### config.mk
export PLATFORM = sky130hd
export DESIGN_NAME = div_unit
export DESIGN_NICKNAME = d
export VERILOG_FILES = /design/src/rtl/div_unit.sv
export SDC_FILE = /design/constraint.sdc
export NUM_CORES = 1
export LEC_CHECK = 0
export BUFFER_PORTS_ARGS = -buffer_cell sky130_fd_sc_hd__buf_4
export CORE_MARGIN = 2
export CORE_UTILIZATION = 64
export DETAILED_ROUTE_END_ITERATION = 12
export PLACE_DENSITY = 0.85
export SYNTH_ARGS = -nofsm -noshare
export SYNTH_HDL_FRONTEND = slang
export SYNTH_SLANG_ARGS = --single-unit
### constraint.sdc
create_clock -name clk -period 14.2 [get_ports clk]
set_clock_uncertainty 0.15 [all_clocks]
set_input_delay 1.42 -clock clk [delete_from_list [all_inputs] [get_ports clk]]
set_output_delay 1.42 -clock clk [all_outputs]
set_load 0.01 [all_outputs]
### src/rtl/div_unit.sv
// Sequential radix-2 restoring divider for RV32M DIV/DIVU/REM/REMU.
// Captures operands on accept, iterates WIDTH cycles, and returns the result with a one-cycle ready pulse.
module div_unit #(
    parameter int WIDTH = 32,
    parameter int CNT_W = 6
) (
    input  logic             clk,
    input  logic             rst,
    input  logic             div_start_i,
    input  logic [1:0]       div_op_i,
    input  logic [WIDTH-1:0] dividend_i,
    input  logic [WIDTH-1:0] divisor_i,
    output logic             div_res_ready_o,
    output logic [WIDTH-1:0] div_result_o,
    output logic             div_busy_o
);

    localparam logic [1:0] ST_IDLE = 2'b00;
    localparam logic [1:0] ST_CALC = 2'b01;
    localparam logic [1:0] ST_DONE = 2'b10;

    localparam logic [WIDTH-1:0] ZERO_W    = {WIDTH{1'b0}};
    localparam logic [WIDTH-1:0] ONES_W    = {WIDTH{1'b1}};
    localparam logic [WIDTH-1:0] MIN_NEG_W = {1'b1, {(WIDTH-1){1'b0}}};
    localparam logic [CNT_W-1:0] CNT_ZERO  = {CNT_W{1'b0}};
    localparam logic [CNT_W-1:0] CNT_ONE   = {{(CNT_W-1){1'b0}}, 1'b1};
    localparam logic [CNT_W-1:0] CNT_LAST  = CNT_W'(WIDTH - 1);

    function automatic logic [WIDTH-1:0] neg_if(input logic neg, input logic [WIDTH-1:0] v);
        neg_if = neg ? (~v + {{(WIDTH-1){1'b0}}, 1'b1}) : v;
    endfunction

    logic [1:0]       state_r;
    logic [1:0]       op_r;
    logic [WIDTH-1:0] dvd_r;
    logic [WIDTH-1:0] dsr_r;
    logic [WIDTH-1:0] rem_r;
    logic [CNT_W-1:0] cnt_r;
    logic             neg_q_r;
    logic             neg_r_r;
    logic             ready_r;
    logic [WIDTH-1:0] result_r;
    logic             busy_r;

    logic             accept_s;
    logic             signed_s;
    logic             dvd_neg_s;
    logic             dsr_neg_s;
    logic             special_s;
    logic [WIDTH-1:0] special_res_s;
    logic [WIDTH:0]   rem_ext_s;
    logic [WIDTH:0]   rem_sub_s;
    logic             ge_s;
    logic [WIDTH-1:0] rem_nxt_s;
    logic [WIDTH-1:0] quo_nxt_s;
    logic [WIDTH-1:0] calc_res_s;

    assign accept_s  = (state_r == ST_IDLE) && div_start_i;
    assign signed_s  = ~div_op_i[0];
    assign dvd_neg_s = signed_s & dividend_i[WIDTH-1];
    assign dsr_neg_s = signed_s & divisor_i[WIDTH-1];

    // RISC-V defined results that bypass the iteration loop
    always_comb begin
        special_s     = 1'b0;
        special_res_s = ZERO_W;
        if (divisor_i == ZERO_W) begin
            special_s     = 1'b1;
            special_res_s = div_op_i[1] ? dividend_i : ONES_W;
        end else if (signed_s && (dividend_i == MIN_NEG_W) && (divisor_i == ONES_W)) begin
            special_s     = 1'b1;
            special_res_s = div_op_i[1] ? ZERO_W : MIN_NEG_W;
        end else begin
            special_s     = 1'b0;
            special_res_s = ZERO_W;
        end
    end

    // One restoring step; the extra top bit keeps unsigned divisors above 2^(W-1) exact
    always_comb begin
        rem_ext_s  = {rem_r, dvd_r[WIDTH-1]};
        rem_sub_s  = rem_ext_s - {1'b0, dsr_r};
        ge_s       = (rem_ext_s >= {1'b0, dsr_r});
        rem_nxt_s  = ge_s ? rem_sub_s[WIDTH-1:0] : rem_ext_s[WIDTH-1:0];
        quo_nxt_s  = {dvd_r[WIDTH-2:0], ge_s};
        if (op_r[1]) begin
            calc_res_s = neg_if(neg_r_r, rem_nxt_s);
        end else begin
            calc_res_s = neg_if(neg_q_r, quo_nxt_s);
        end
    end

    // Control FSM, operand capture and iteration datapath
    always_ff @(posedge clk or posedge rst) begin
        if (rst) begin
            state_r  <= ST_IDLE;
            op_r     <= 2'b00;
            dvd_r    <= ZERO_W;
            dsr_r    <= ZERO_W;
            rem_r    <= ZERO_W;
            cnt_r    <= CNT_ZERO;
            neg_q_r  <= 1'b0;
            neg_r_r  <= 1'b0;
            ready_r  <= 1'b0;
            result_r <= ZERO_W;
            busy_r   <= 1'b0;
        end else begin
            case (state_r)
                ST_IDLE: begin
                    ready_r <= 1'b0;
                    if (accept_s) begin
                        op_r    <= div_op_i;
                        dvd_r   <= neg_if(dvd_neg_s, dividend_i);
                        dsr_r   <= neg_if(dsr_neg_s, divisor_i);
                        rem_r   <= ZERO_W;
                        cnt_r   <= CNT_ZERO;
                        neg_q_r <= dvd_neg_s ^ dsr_neg_s;
                        neg_r_r <= dvd_neg_s;
                        busy_r  <= 1'b1;
                        if (special_s) begin
                            result_r <= special_res_s;
                            ready_r  <= 1'b1;
                            state_r  <= ST_DONE;
                        end else begin
                            state_r  <= ST_CALC;
                        end
                    end else begin
                        busy_r  <= 1'b0;
                        state_r <= ST_IDLE;
                    end
                end
                ST_CALC: begin
                    rem_r  <= rem_nxt_s;
                    dvd_r  <= quo_nxt_s;
                    cnt_r  <= cnt_r + CNT_ONE;
                    busy_r <= 1'b1;
                    if (cnt_r == CNT_LAST) begin
                        result_r <= calc_res_s;
                        ready_r  <= 1'b1;
                        state_r  <= ST_DONE;
                    end else begin
                        ready_r  <= 1'b0;
                        state_r  <= ST_CALC;
                    end
                end
                ST_DONE: begin
                    ready_r <= 1'b0;
                    busy_r  <= 1'b0;
                    state_r <= ST_IDLE;
                end
                default: begin
                    ready_r <= 1'b0;
                    busy_r  <= 1'b0;
                    state_r <= ST_IDLE;
                end
            endcase
        end
    end

    assign div_res_ready_o = ready_r;
    assign div_result_o    = result_r;
    assign div_busy_o      = busy_r;

endmodule

==> results.md <==
* CP max FO at 24
* Commonest non-fill, non-tap cell in the layout: o21ai_0
* Crit-path slowest cell: inv_1
* Pre-CTS setup slack at 8870 ps
* Syn. warnings at 0
* DR iter-0 viols at 1258
* R2R cell count at 16
* Setup Viol. Count Final at 0
* WP data required at 14370 ps
* Longest Clk Path Bufs at 2
* CP Capture Type: register
* Worst Max-Slew Pin Slew at 1170 ps
* Hold Path Depth at 2
* Status: completed
* Drt total wl at 35.6 mm
* Vert. Die Dim at 137 um
* Core box area at 17200 um2
* Area grow syn2layout at 12.8%
* Post-CTS Resized at 0
* Postcts setup bufs at 0
* Fin. max-slew vios at 0
* Asr flop ratio synth at 100%
* TritonCTS clock tree: done
* Post-route setup slack at 8740 ps
* Setup TNS at 0 ps
* CTS Hold Bufs at 0
* Initial antenna violation count at 0
* Synth Instances at 1441
* Io pins at 103
* CP Launch Type: register
* M2 GR Usage at 60.4%
* Vias in the first global route at 10800
* Drt drc at 0
* Total number of vias at 11600
* Yosys reg bits at 140
* Syn Std Cell Area at 11300 um2
* Via density at 6.67
* Final Hold Viols at 0
* Met1 usage at 53.8%
* CP Class: register to register
* Total global-route track usage at 38.8%
* Starting Density at 65.4%
* Num CTS Buffers at 17
* Max-Slew Margin vs Limit at 22.2%
* Post-synth cell types at 77
* Worst EP arrival at 5630 ps
* Pwr Density at 262 nW/um2
* Final Critical Period at 5460 ps
* CP Cell Sequence: ha_1 -> a21o_1 -> a21o_1 -> o21ai_0 -> a211oi_1 -> nor2_1 -> nand2_2 -> inv_1 -> mux2i_1 -> ha_1 -> o21ai_2 -> or3b_4 -> or3_4 -> o211ai_1 -> o21ai_1 -> o31ai_1
* Die Wd at 137 um
* Final nets at 1603
* Post-synthesis sequential area ratio at 31.1%
* First-pass GRT wire length at 56.5 mm
* Max cap viols at 0
* Met3 Use GR at 6.74%
* Min-delay worst type: register to register
* Final period utilization at 38.5%
* Clock root buffer: clkbuf_16
* Share of layout cells above drive strength 1 at 11.6%
* Leakage at 5.13 nW
* Count of flip-flops with a built-in enable after synthesis at 0
* Fmax at 183 MHz
* DRT antenna net count at 0
* Gr busiest metal: met2
* Most frequent cells in the layout: 202 x o21ai_0, 157 x nand2_1, 140 x dfrtp_1
* Total grt overflow at 0
* Row count at 48
* Largest net degree at the start of global routing at 76
* Final GP Congestion at 0.961
* IO Port Bufs at 102
* WL per Instance at 20.6 um
* Die footprint at 18700 um2
* Worst vdd ir at 189 uV
* CTS clk-pin slew, worst paths at 60 ps
* # H-tree levels at 4
* Main flop type after synthesis: dfrtp_1
* DRT Pass-1 Iters at 6
* RSZ-0062 raised after global routing: no
* Antenna cells at 0
* Clk sinks at 140
* Clock insertion delay at the later pin of the skew report at 430 ps
* Post-Syn Nets at 1549
* Post-DP HPWL at 26.0 mm
* Max incr delay on CP at 630 ps
* Syn_area_per_cell at 7.83 um2
==> where the power goes <==
group	leakage (nW)	internal, mW	switching [mW]	total (mW)
Combinational	3.26	0.826	1.34	2.17
Sequential	1.60	0.546	0.183	0.729
Clock	0.274	0.242	0.192	0.434
==> area by class of cell <==
cell class | instances | area, um2
inverter | 59 | 226
sequential | 140 | 3500
tap | 225 | 282
multi-input combinational | 1163 | 7290
clock buffer | 20 | 467
clock inverter | 12 | 103
fill | 1375 | 4510
timing repair buffer | 114 | 856
==> metal layers <==
metal / vias up / wire length (um)
met4: 0 / 1330
met3: 116 / 3050
met5: - / 0
li1: 5346 / -
met2: 672 / 16300
met1: 5432 / 14900
==> worst paths after layout <==
kind	slack, ps	endpoint	startpoint
max	8740	div_result_o[26]$_DFFE_PP0P_	rem_r[2]$_DFFE_PP0P_
min	330	dsr_r[29]$_DFFE_PP0P_	dsr_r[29]$_DFFE_PP0P_
max reg2reg	8740	div_result_o[26]$_DFFE_PP0P_	rem_r[2]$_DFFE_PP0P_
min reg2reg	330	dsr_r[29]$_DFFE_PP0P_	dsr_r[29]$_DFFE_PP0P_
max in group asynchronous	11550	div_result_o[30]$_DFFE_PP0P_	rst
min in group asynchronous	920	dsr_r[5]$_DFFE_PP0P_	rst
==> logic make-up after synthesis <==
family / after synthesis / synth area share (%)
adder cells (fa/ha/maj): 39 / 4.39
flip-flops: 140 / 31.1
multiplexers: 37 / 3.32
XOR/XNOR: 134 / 10.4
AND/OR/NAND/NOR: 460 / 19.5
AO/OA/AOI/OAI: 493 / 26.7
buffers and inverters: 138 / 4.65
==> cells in the mapped netlist, types with 9 or more instances <==
library cell,number,area (um2)
clkbuf_1,68,255
nand2_1,158,593
a21o_1,9,67.6
o31ai_1,26,195
a21oi_1,97,485
o21ai_0,202,1010
nor2_1,110,413
o41ai_1,11,96.3
nand2b_1,20,125
or4_1,9,67.6
a31oi_1,18,113
ha_1,38,475
mux2i_1,34,340
a211oi_1,12,90.1
nand4_1,20,125
o211ai_1,22,165
xnor2_1,80,701
xor2_1,54,473
a22oi_1,33,248
or3_1,17,106
dfrtp_1,140,3500
inv_1,59,221
nor4_1,16,100
nand3_1,22,110
nor3_1,34,170
==> registers in the layout, indices dropped and copies added, names as in the netlist <==
name,count
cnt_r,6
div_busy_o,1
div_res_ready_o,1
div_result_o,32
dsr_r,32
dvd_r,32
neg_q_r,1
neg_r_r,1
op_r,1
rem_r,32
state_r,1
==> worst max-delay path, delay by kind of cell, from the launching register on <==
| kind | cells | cell delay, ps |
|---|---|---|
| adder cells (fa/ha/maj) | 2 | 640 |
| AO/OA/AOI/OAI | 8 | 1770 |
| flip-flops | 1 | 450 |
| multiplexers | 1 | 370 |
| AND/OR/NAND/NOR | 4 | 1340 |
| buffers and inverters | 1 | 630 |
==> metrics by stage <==
stage	total power, mW	utilization, %	hold slack (ps)	instances	area, um2
final	3.33	73.8	328	1733	12700
after global routing	3.57	73.8	357	1733	12700
after CTS	3.27	73.8	335	1733	12700
after detailed placement	2.82	70.5	320	1701	12200
after global placement	2.78	70.5	315	1701	12200
after floorplan	2.28	-	300	1441	11300
Note: power is estimated with default switching activity, not from simulation.
